### config.mk
export PLATFORM = sky130hd
export DESIGN_NAME = boid_sweep_ctrl
export DESIGN_NICKNAME = d
export VERILOG_FILES = /design/src/rtl/boid_sweep_ctrl.sv
export SDC_FILE = /design/constraint.sdc
export NUM_CORES = 1
export LEC_CHECK = 0
export ABC_AREA = 0
export CAP_MARGIN = 20
export CORE_ASPECT_RATIO = 0.9
export CORE_MARGIN = 2
export CORE_UTILIZATION = 53
export CTS_CLUSTER_SIZE = 8
export DETAILED_ROUTE_END_ITERATION = 10
export HOLD_SLACK_MARGIN = 0.05
export PLACE_DENSITY = 0.8
export SYNTH_ARGS = -nofsm -noshare
export SYNTH_HDL_FRONTEND = slang
export SYNTH_SLANG_ARGS = --single-unit
### constraint.sdc
create_clock -name clk -period 2.2 [get_ports clk]
set_input_delay 0.44 -clock clk [delete_from_list [all_inputs] [get_ports clk]]
set_output_delay 0.44 -clock clk [all_outputs]
set_load 0.03 [all_outputs]
### src/rtl/boid_sweep_ctrl.sv
// Frame sequencer for the boid datapath: per self boid i, read self, scan all j, drain, write back.
// Writes land in the bank opposite bank_sel; bank_sel flips once per completed frame.
module boid_sweep_ctrl #(
  parameter int N_BOIDS   = 32,
  parameter int AW        = 6,
  parameter int WB_CYCLES = 2
) (
  input  logic          clk,
  input  logic          reset,
  input  logic          start,
  output logic          busy,
  output logic          done,
  output logic          rd_en,
  output logic [AW-1:0] rd_addr,
  output logic          wr_en,
  output logic [AW-1:0] wr_addr,
  output logic          bank_sel,
  output logic          acc_clr,
  output logic          r_en_tot,
  output logic          r_en_itr,
  output logic [6:0]    wb_en
);

  typedef enum logic [2:0] {
    IDLE, SELF_RD, SELF_LAT, SCAN, DRAIN, WB, DONE
  } state_t;

  localparam logic [AW-1:0] LAST    = AW'(N_BOIDS - 1);
  localparam logic [2:0]    WB_LAST = 3'(WB_CYCLES - 1);

  state_t        state, state_nxt;
  logic [AW-1:0] i_q, j_q, rd_addr_q, wr_addr_q, rd_cur;
  logic [2:0]    wb_q;
  logic          itr_q, bank_q, wb_go, wb_last;

  assign wb_last  = (wb_q == WB_LAST);
  assign busy     = (state != IDLE);
  assign done     = (state == DONE);
  assign bank_sel = bank_q;
  assign r_en_itr = itr_q;
  assign wb_en    = {6'b0, wb_go};
  // Addresses are only meaningful under their strobe; otherwise they hold the last issued value.
  assign rd_addr  = rd_en ? rd_cur : rd_addr_q;
  assign wr_addr  = wr_en ? i_q : wr_addr_q;

  always_comb begin
    state_nxt = state;
    rd_en     = 1'b0;
    wr_en     = 1'b0;
    acc_clr   = 1'b0;
    r_en_tot  = 1'b0;
    wb_go     = 1'b0;
    rd_cur    = i_q;
    case (state)
      IDLE:     if (start) state_nxt = SELF_RD;
      SELF_RD: begin
        rd_en     = 1'b1;
        acc_clr   = 1'b1;
        state_nxt = SELF_LAT;
      end
      SELF_LAT: begin
        r_en_tot  = 1'b1;
        state_nxt = SCAN;
      end
      SCAN: begin
        rd_en  = 1'b1;
        rd_cur = j_q;
        if (j_q == LAST) state_nxt = DRAIN;
      end
      DRAIN:    state_nxt = WB;
      WB: begin
        wb_go = 1'b1;
        if (wb_last) begin
          wr_en     = 1'b1;
          state_nxt = (i_q == LAST) ? DONE : SELF_RD;
        end
      end
      DONE:     state_nxt = IDLE;
      default:  state_nxt = IDLE;
    endcase
  end

  always_ff @(posedge clk or negedge reset) begin
    if (!reset) begin
      state     <= IDLE;
      i_q       <= '0;
      j_q       <= '0;
      wb_q      <= '0;
      rd_addr_q <= '0;
      wr_addr_q <= '0;
      itr_q     <= 1'b0;
      bank_q    <= 1'b0;
    end else begin
      state     <= state_nxt;
      rd_addr_q <= rd_addr;
      wr_addr_q <= wr_addr;
      // Delayed by one so the pulse lines up with the read data of neighbour j; self is skipped.
      itr_q     <= (state == SCAN) && (j_q != i_q);
      case (state)
        IDLE:     if (start) i_q <= '0;
        SELF_LAT: j_q <= '0;
        SCAN:     j_q <= (j_q == LAST) ? '0 : j_q + 1'b1;
        DRAIN:    wb_q <= '0;
        WB: begin
          if (!wb_last)          wb_q <= wb_q + 3'd1;
          else if (i_q != LAST)  i_q  <= i_q + 1'b1;
        end
        DONE:     bank_q <= ~bank_q;
        default: ;
      endcase
    end
  end

endmodule

Word-level counts from Yosys, hierarchy flattened
Cells that the tools add are included.

storage, ports and cells
  logic and storage cells = 60
  register bits = 32
  output and inout bits = 27

cells by class
  multiplexer cells = 22
  $add $sub $neg = 3
  equality and inequality tests = 16
  reduce and logical (&&, ||, !) cells = 10
  bitwise logic cells = 1

operator list
  cell                                                   number
  two-way mux 6 bit                                      7
  one-hot mux 6 bit (2 select lines)                     2
  one-hot mux 3 bit (6 select lines)                     1
  two-way mux 3 bit                                      5
  adder 6 x 1 -> 6 bit, second input constant            2
  equality test 6 x 5 -> 1 bit, second input constant    2
  equality test 3 bit, second input constant             3
  inequality test 2 bit, second input constant           4
  equality test 3 x 1 -> 1 bit, second input constant    2
  equality test 3 x 2 -> 1 bit, second input constant    2
  two-way mux 1 bit                                      6
  inequality test 6 x 5 -> 1 bit, second input constant  1
  inequality test 6 bit                                  1
  one-hot mux 3 bit (2 select lines)                     1
  nonzero test 2 bit                                     3
  AND reduction 4 bit                                    1
  adder 3 x 1 -> 3 bit, second input constant            1
  logical NOT 3 bit                                      1
  AND reduction 3 bit                                    1
  nonzero test 3 bit                                     1
  inequality test 2 x 1 -> 1 bit, second input constant  1
  AND reduction 2 bit                                    1
  OR reduction 2 bit                                     1
  logical AND 1 bit                                      1
  inverter 1 bit                                         1

Longest topological paths before layout
  word-level depth = 4
  mapped depth = 8
  gate-level depth less buffers = 6

Worst setup path before layout
No wires, ideal clock.

  path type = flip-flop to output port
  start = register state[2]
  end = output rd_addr[2]
  arrival = 1700 ps
  cell stages (with the launch flop) = 5
  required time = 1760 ps
  slack = 60 ps
  path through = dfrtp_1 buf_2 nand2b_1 clkbuf_1 o21ai_0

between the ends
  longest elaborated chain between the ends = 4

RTL lines
  element                                                                       RTL line  source
  start, declared                                                               31        state_t state, state_nxt;
  start signal, assigned                                                        94        state <= state_nxt;
  equality test 3 x 2 -> 1 bit or equality test 3 x 1 -> 1 bit (tied branches)  54        case (state)
  OR reduction 2 bit (no line)                                                  n/a
  two-way mux 1 bit                                                             54
  two-way mux 6 bit (*)                                                         43        assign rd_addr = rd_en ? rd_cur : rd_addr_q;
  end, declared                                                                 14        output logic [AW-1:0] rd_addr,

Mark *: on every way between the ends. The rest lies on a longest branch, timed or not.

Worst setup path after layout
  start = register state[2]
  end = output rd_addr[0]

Same word-level chain as after synthesis.

==> metrics.txt <==
# TYPE chip_impl_metric gauge
chip_impl_metric{name="first_pass_grt_wire_length",unit="mm"} 6.61
chip_impl_metric{name="period_share",unit="%"} 96.7
chip_impl_metric{name="initial_antenna_violation_count",unit=""} 0
chip_impl_metric{name="die-width",unit="um"} 65.3
chip_impl_metric{name="synth_edf_count",unit=""} 0
chip_impl_info{name="rsz0062_at_grt",value="true"} 1
chip_impl_info{name="min_path_type",value="reg2reg"} 1
chip_impl_metric{name="hpwlAfterDp",unit="mm"} 2.68
chip_impl_metric{name="data_required_time_of_the_worst_path",unit="ns"} 1.76
chip_impl_metric{name="wl_per_cell",unit="um"} 15.1
chip_impl_metric{name="port_buffers",unit=""} 23
chip_impl_metric{name="power_leakage",unit="nW"} 1.10
chip_impl_metric{name="num_rows",unit=""} 20
chip_impl_metric{name="drive_gt1_share",unit="%"} 29.5
chip_impl_metric{name="worst_case_clock_skew",unit="ns"} 0.0120
chip_impl_metric{name="syn2layout_area_growth",unit="%"} 27.0
chip_impl_metric{name="vias_per_cell",unit=""} 5.49
chip_impl_metric{name="fp.dieArea",unit="um^2"} 3860
chip_impl_metric{name="synthesis.area",unit="um^2"} 1790
chip_impl_metric{name="io-pin-count",unit=""} 30
chip_impl_metric{name="chipHeight",unit="um"} 59.1
chip_impl_metric{name="powerDensity",unit="nW/um^2"} 554
chip_impl_metric{name="synth_sequential_area_ratio",unit="%"} 44.7
chip_impl_info{name="setup.worst_path.class",value="reg2out"} 1
chip_impl_metric{name="async_flop_share",unit="%"} 100
chip_impl_metric{name="report.final.slew_viol_count",unit=""} 0
chip_impl_metric{name="final-instance-count-excl-fill",unit=""} 261
chip_impl_metric{name="clock_slew_at_reported_path_ffs",unit="ns"} 0.07
chip_impl_metric{name="inserted_diodes",unit=""} 0
chip_impl_metric{name="seqCellArea",unit="um^2"} 801
chip_impl_info{name="result_of_the_run",value="completed"} 1
chip_impl_metric{name="final_net_count",unit=""} 223
chip_impl_metric{name="totalNegativeSetupSlack",unit="ns"} 0
chip_impl_metric{name="clk-insertion-delay-late",unit="ns"} 0.30
chip_impl_metric{name="total_overflow_reported_by_the_global_router",unit=""} 0
chip_impl_info{name="ys.flop_type",value="sky130_fd_sc_hd__dfrtp_1"} 1
chip_impl_metric{name="report.final.hold_viol_count",unit=""} 0
chip_impl_metric{name="maximum_number_of_pins_on_one_net_before_global_route_repair",unit=""} 33
chip_impl_info{name="clock-root-buffer",value="sky130_fd_sc_hd__clkbuf_8"} 1
chip_impl_metric{name="start_util",unit="%"} 54.2
chip_impl_info{name="layout.cells.most_common_list",value="sky130_fd_sc_hd__dfrtp_1 (32), sky130_fd_sc_hd__buf_4 (30), sky130_fd_sc_hd__nand2_1 (18)"} 1
chip_impl_metric{name="final.min_clock_period",unit="ns"} 2.13
chip_impl_metric{name="global_route.usage.total",unit="%"} 22.9
chip_impl_metric{name="count_of_distinct_cell_types_in_the_synthesized_netlist",unit=""} 42
chip_impl_metric{name="drcViolationCount",unit=""} 0
chip_impl_metric{name="core_area",unit="um^2"} 3300
chip_impl_metric{name="grt_pass1_vias",unit=""} 1407
chip_impl_metric{name="dp.cells",unit=""} 249
chip_impl_metric{name="design_power_total",unit="mW"} 1.26
chip_impl_info{name="crit_end_category",value="output port"} 1
chip_impl_metric{name="routabilityCongestion",unit=""} 0.812
chip_impl_metric{name="cts_inserted_buffers",unit=""} 5
chip_impl_metric{name="placedInstanceArea",unit="um^2"} 2060
chip_impl_metric{name="timing.critical_path.arrival",unit="ns"} 1.69
chip_impl_metric{name="totalWireLength",unit="mm"} 3.95
chip_impl_info{name="critPathLaunchType",value="flip-flop"} 1
chip_impl_metric{name="yosys_register_bits",unit=""} 32
chip_impl_metric{name="synth_cells",unit=""} 183
chip_impl_metric{name="cts-root-to-sink-buffers",unit=""} 2
chip_impl_metric{name="drtPass1Iterations",unit=""} 4
chip_impl_metric{name="max_clk_rate",unit="MHz"} 470
chip_impl_metric{name="yosys_warnings",unit=""} 0
chip_impl_metric{name="nFillCells",unit=""} 260
chip_impl_metric{name="vias",unit=""} 1434
chip_impl_metric{name="setup_viol",unit=""} 0
chip_impl_metric{name="drv.max_cap_violation_count",unit=""} 0
chip_impl_metric{name="syn-mean-instance-area",unit="um^2"} 9.78
chip_impl_metric{name="antenna_violating_nets_post_route",unit=""} 0
chip_impl_info{name="mostFrequentLayoutCell",value="sky130_fd_sc_hd__dfrtp_1"} 1
chip_impl_metric{name="cts.htree.levels",unit=""} 2
chip_impl_metric{name="crit_fanout",unit=""} 14
chip_impl_info{name="cts_tree",value="built"} 1
chip_impl_metric{name="vdd_drop_max",unit="mV"} 0.504
chip_impl_metric{name="number_of_clock_sinks",unit=""} 32
chip_impl_metric{name="finalHoldWorstSlack",unit="ns"} 0.472
chip_impl_metric{name="first_iter_violations",unit=""} 115
chip_impl_metric{name="stdcell_area",unit="um^2"} 2270
chip_impl_metric{name="multi_input_area",unit="um^2"} 915
[power breakdown]
group | switching, mW | leakage (nW) | internal, mW | total (mW)
logic | 0.0301 | 0.656 | 0.00965 | 0.0397
registers | 0.00282 | 0.376 | 0.590 | 0.593
clock network | 0.228 | 0.0645 | 0.399 | 0.627
[what timing repair did]
action,in CTS,in global routing
setup buffers,3,2
endpoints found under the setup margin,11,9
hold buffers,0,0
pin swaps,1,1
gates resized for setup,54,5
[flip-flops by register name, summed over array words and instances, names as in the netlist]
name       count
i_q            6
j_q            6
rd_addr_q      6
wr_addr_q      6
state          3
wb_q           3
bank_sel       1
r_en_itr       1
[worst max-delay path, cell delays in order, from the launching register on]
cell and delay (ns):
sky130_fd_sc_hd__dfrtp_1 0.42, sky130_fd_sc_hd__buf_4 0.19, sky130_fd_sc_hd__nand2b_2 0.29, sky130_fd_sc_hd__o21ai_0 0.27, sky130_fd_sc_hd__buf_4 0.21
[cell type report]
cell class / count / area share (%)
multi-input cells: 129 / 40.2
flip-flops and latches: 32 / 35.2
repair buffers: 42 / 15.6
clock buffers: 7 / 4.24
well taps: 44 / 2.42
clock inverters: 1 / 1.32
inverters: 6 / 0.991
[path summary, 6_finish.rpt]
kind                       startpoint           end  slack [ns]  cells past startpoint
setup / recovery             state[2]    rd_addr[0]        0.07                      4
hold / removal               bank_sel      bank_sel        0.47                      1
setup reg to reg               i_q[0]        i_q[2]        0.44                      5
hold reg to reg              bank_sel      bank_sel        0.47                      1
max in group asynchronous       reset        i_q[0]        1.35                      2
min in group asynchronous       reset  rd_addr_q[4]        0.54                      2
[cells in the mapped netlist (all sizes together) (5+ instances only)]
cell / number / area, um^2
a22o: 6 / 52.6
nand2b: 5 / 31.3
dfrtp: 32 / 801
nand3: 9 / 50.1
nand2: 18 / 67.6
mux2: 6 / 67.6
xor2: 5 / 43.8
inv: 6 / 22.5
mux2i: 8 / 80.1
nor2: 8 / 32.5
buf: 16 / 97.6
clkbuf: 5 / 18.8
a21oi: 5 / 28.8
o21ai: 13 / 65.1
[routing by layer]
| metal | wire (um) | vias to the layer above | track usage [%] | share of wire, % |
|---|---|---|---|---|
| met3 | 187 | 10 | 5.13 | 4.7 |
| met2 | 1960 | 46 | 37.8 | 50 |
| met1 | 1710 | 684 | 28.6 | 43 |
| met4 | 87 | 0 | 11.6 | 2.2 |
| met5 | 0 | - | 0 | 0 |
| li1 | - | 694 | - | - |
[per-stage QoR]
stage	setup slack (ns)	util, %
floorplan	0.0602	-
global placement	-0.107	62.5
detailed placement	-0.144	62.5
CTS	-0.0477	68.0
global route	-0.0146	68.8
finish	0.0720	68.8
[kinds of logic (layout without fill, tap and decap cells)]
logic type | count (synthesis) | count (layout) | share of synthesized area (%)
xor+xnor | 7 | 7 | 3.42
other cells | 1 | 6 | 0.209
flops | 32 | 32 | 44.7
mux | 14 | 14 | 8.25
compound gates | 36 | 36 | 13.8
buf+inv | 27 | 56 | 7.76
fa+ha+maj | 4 | 4 | 2.80
simple gates | 62 | 62 | 19.0
Power figures use the tool's default switching activity.
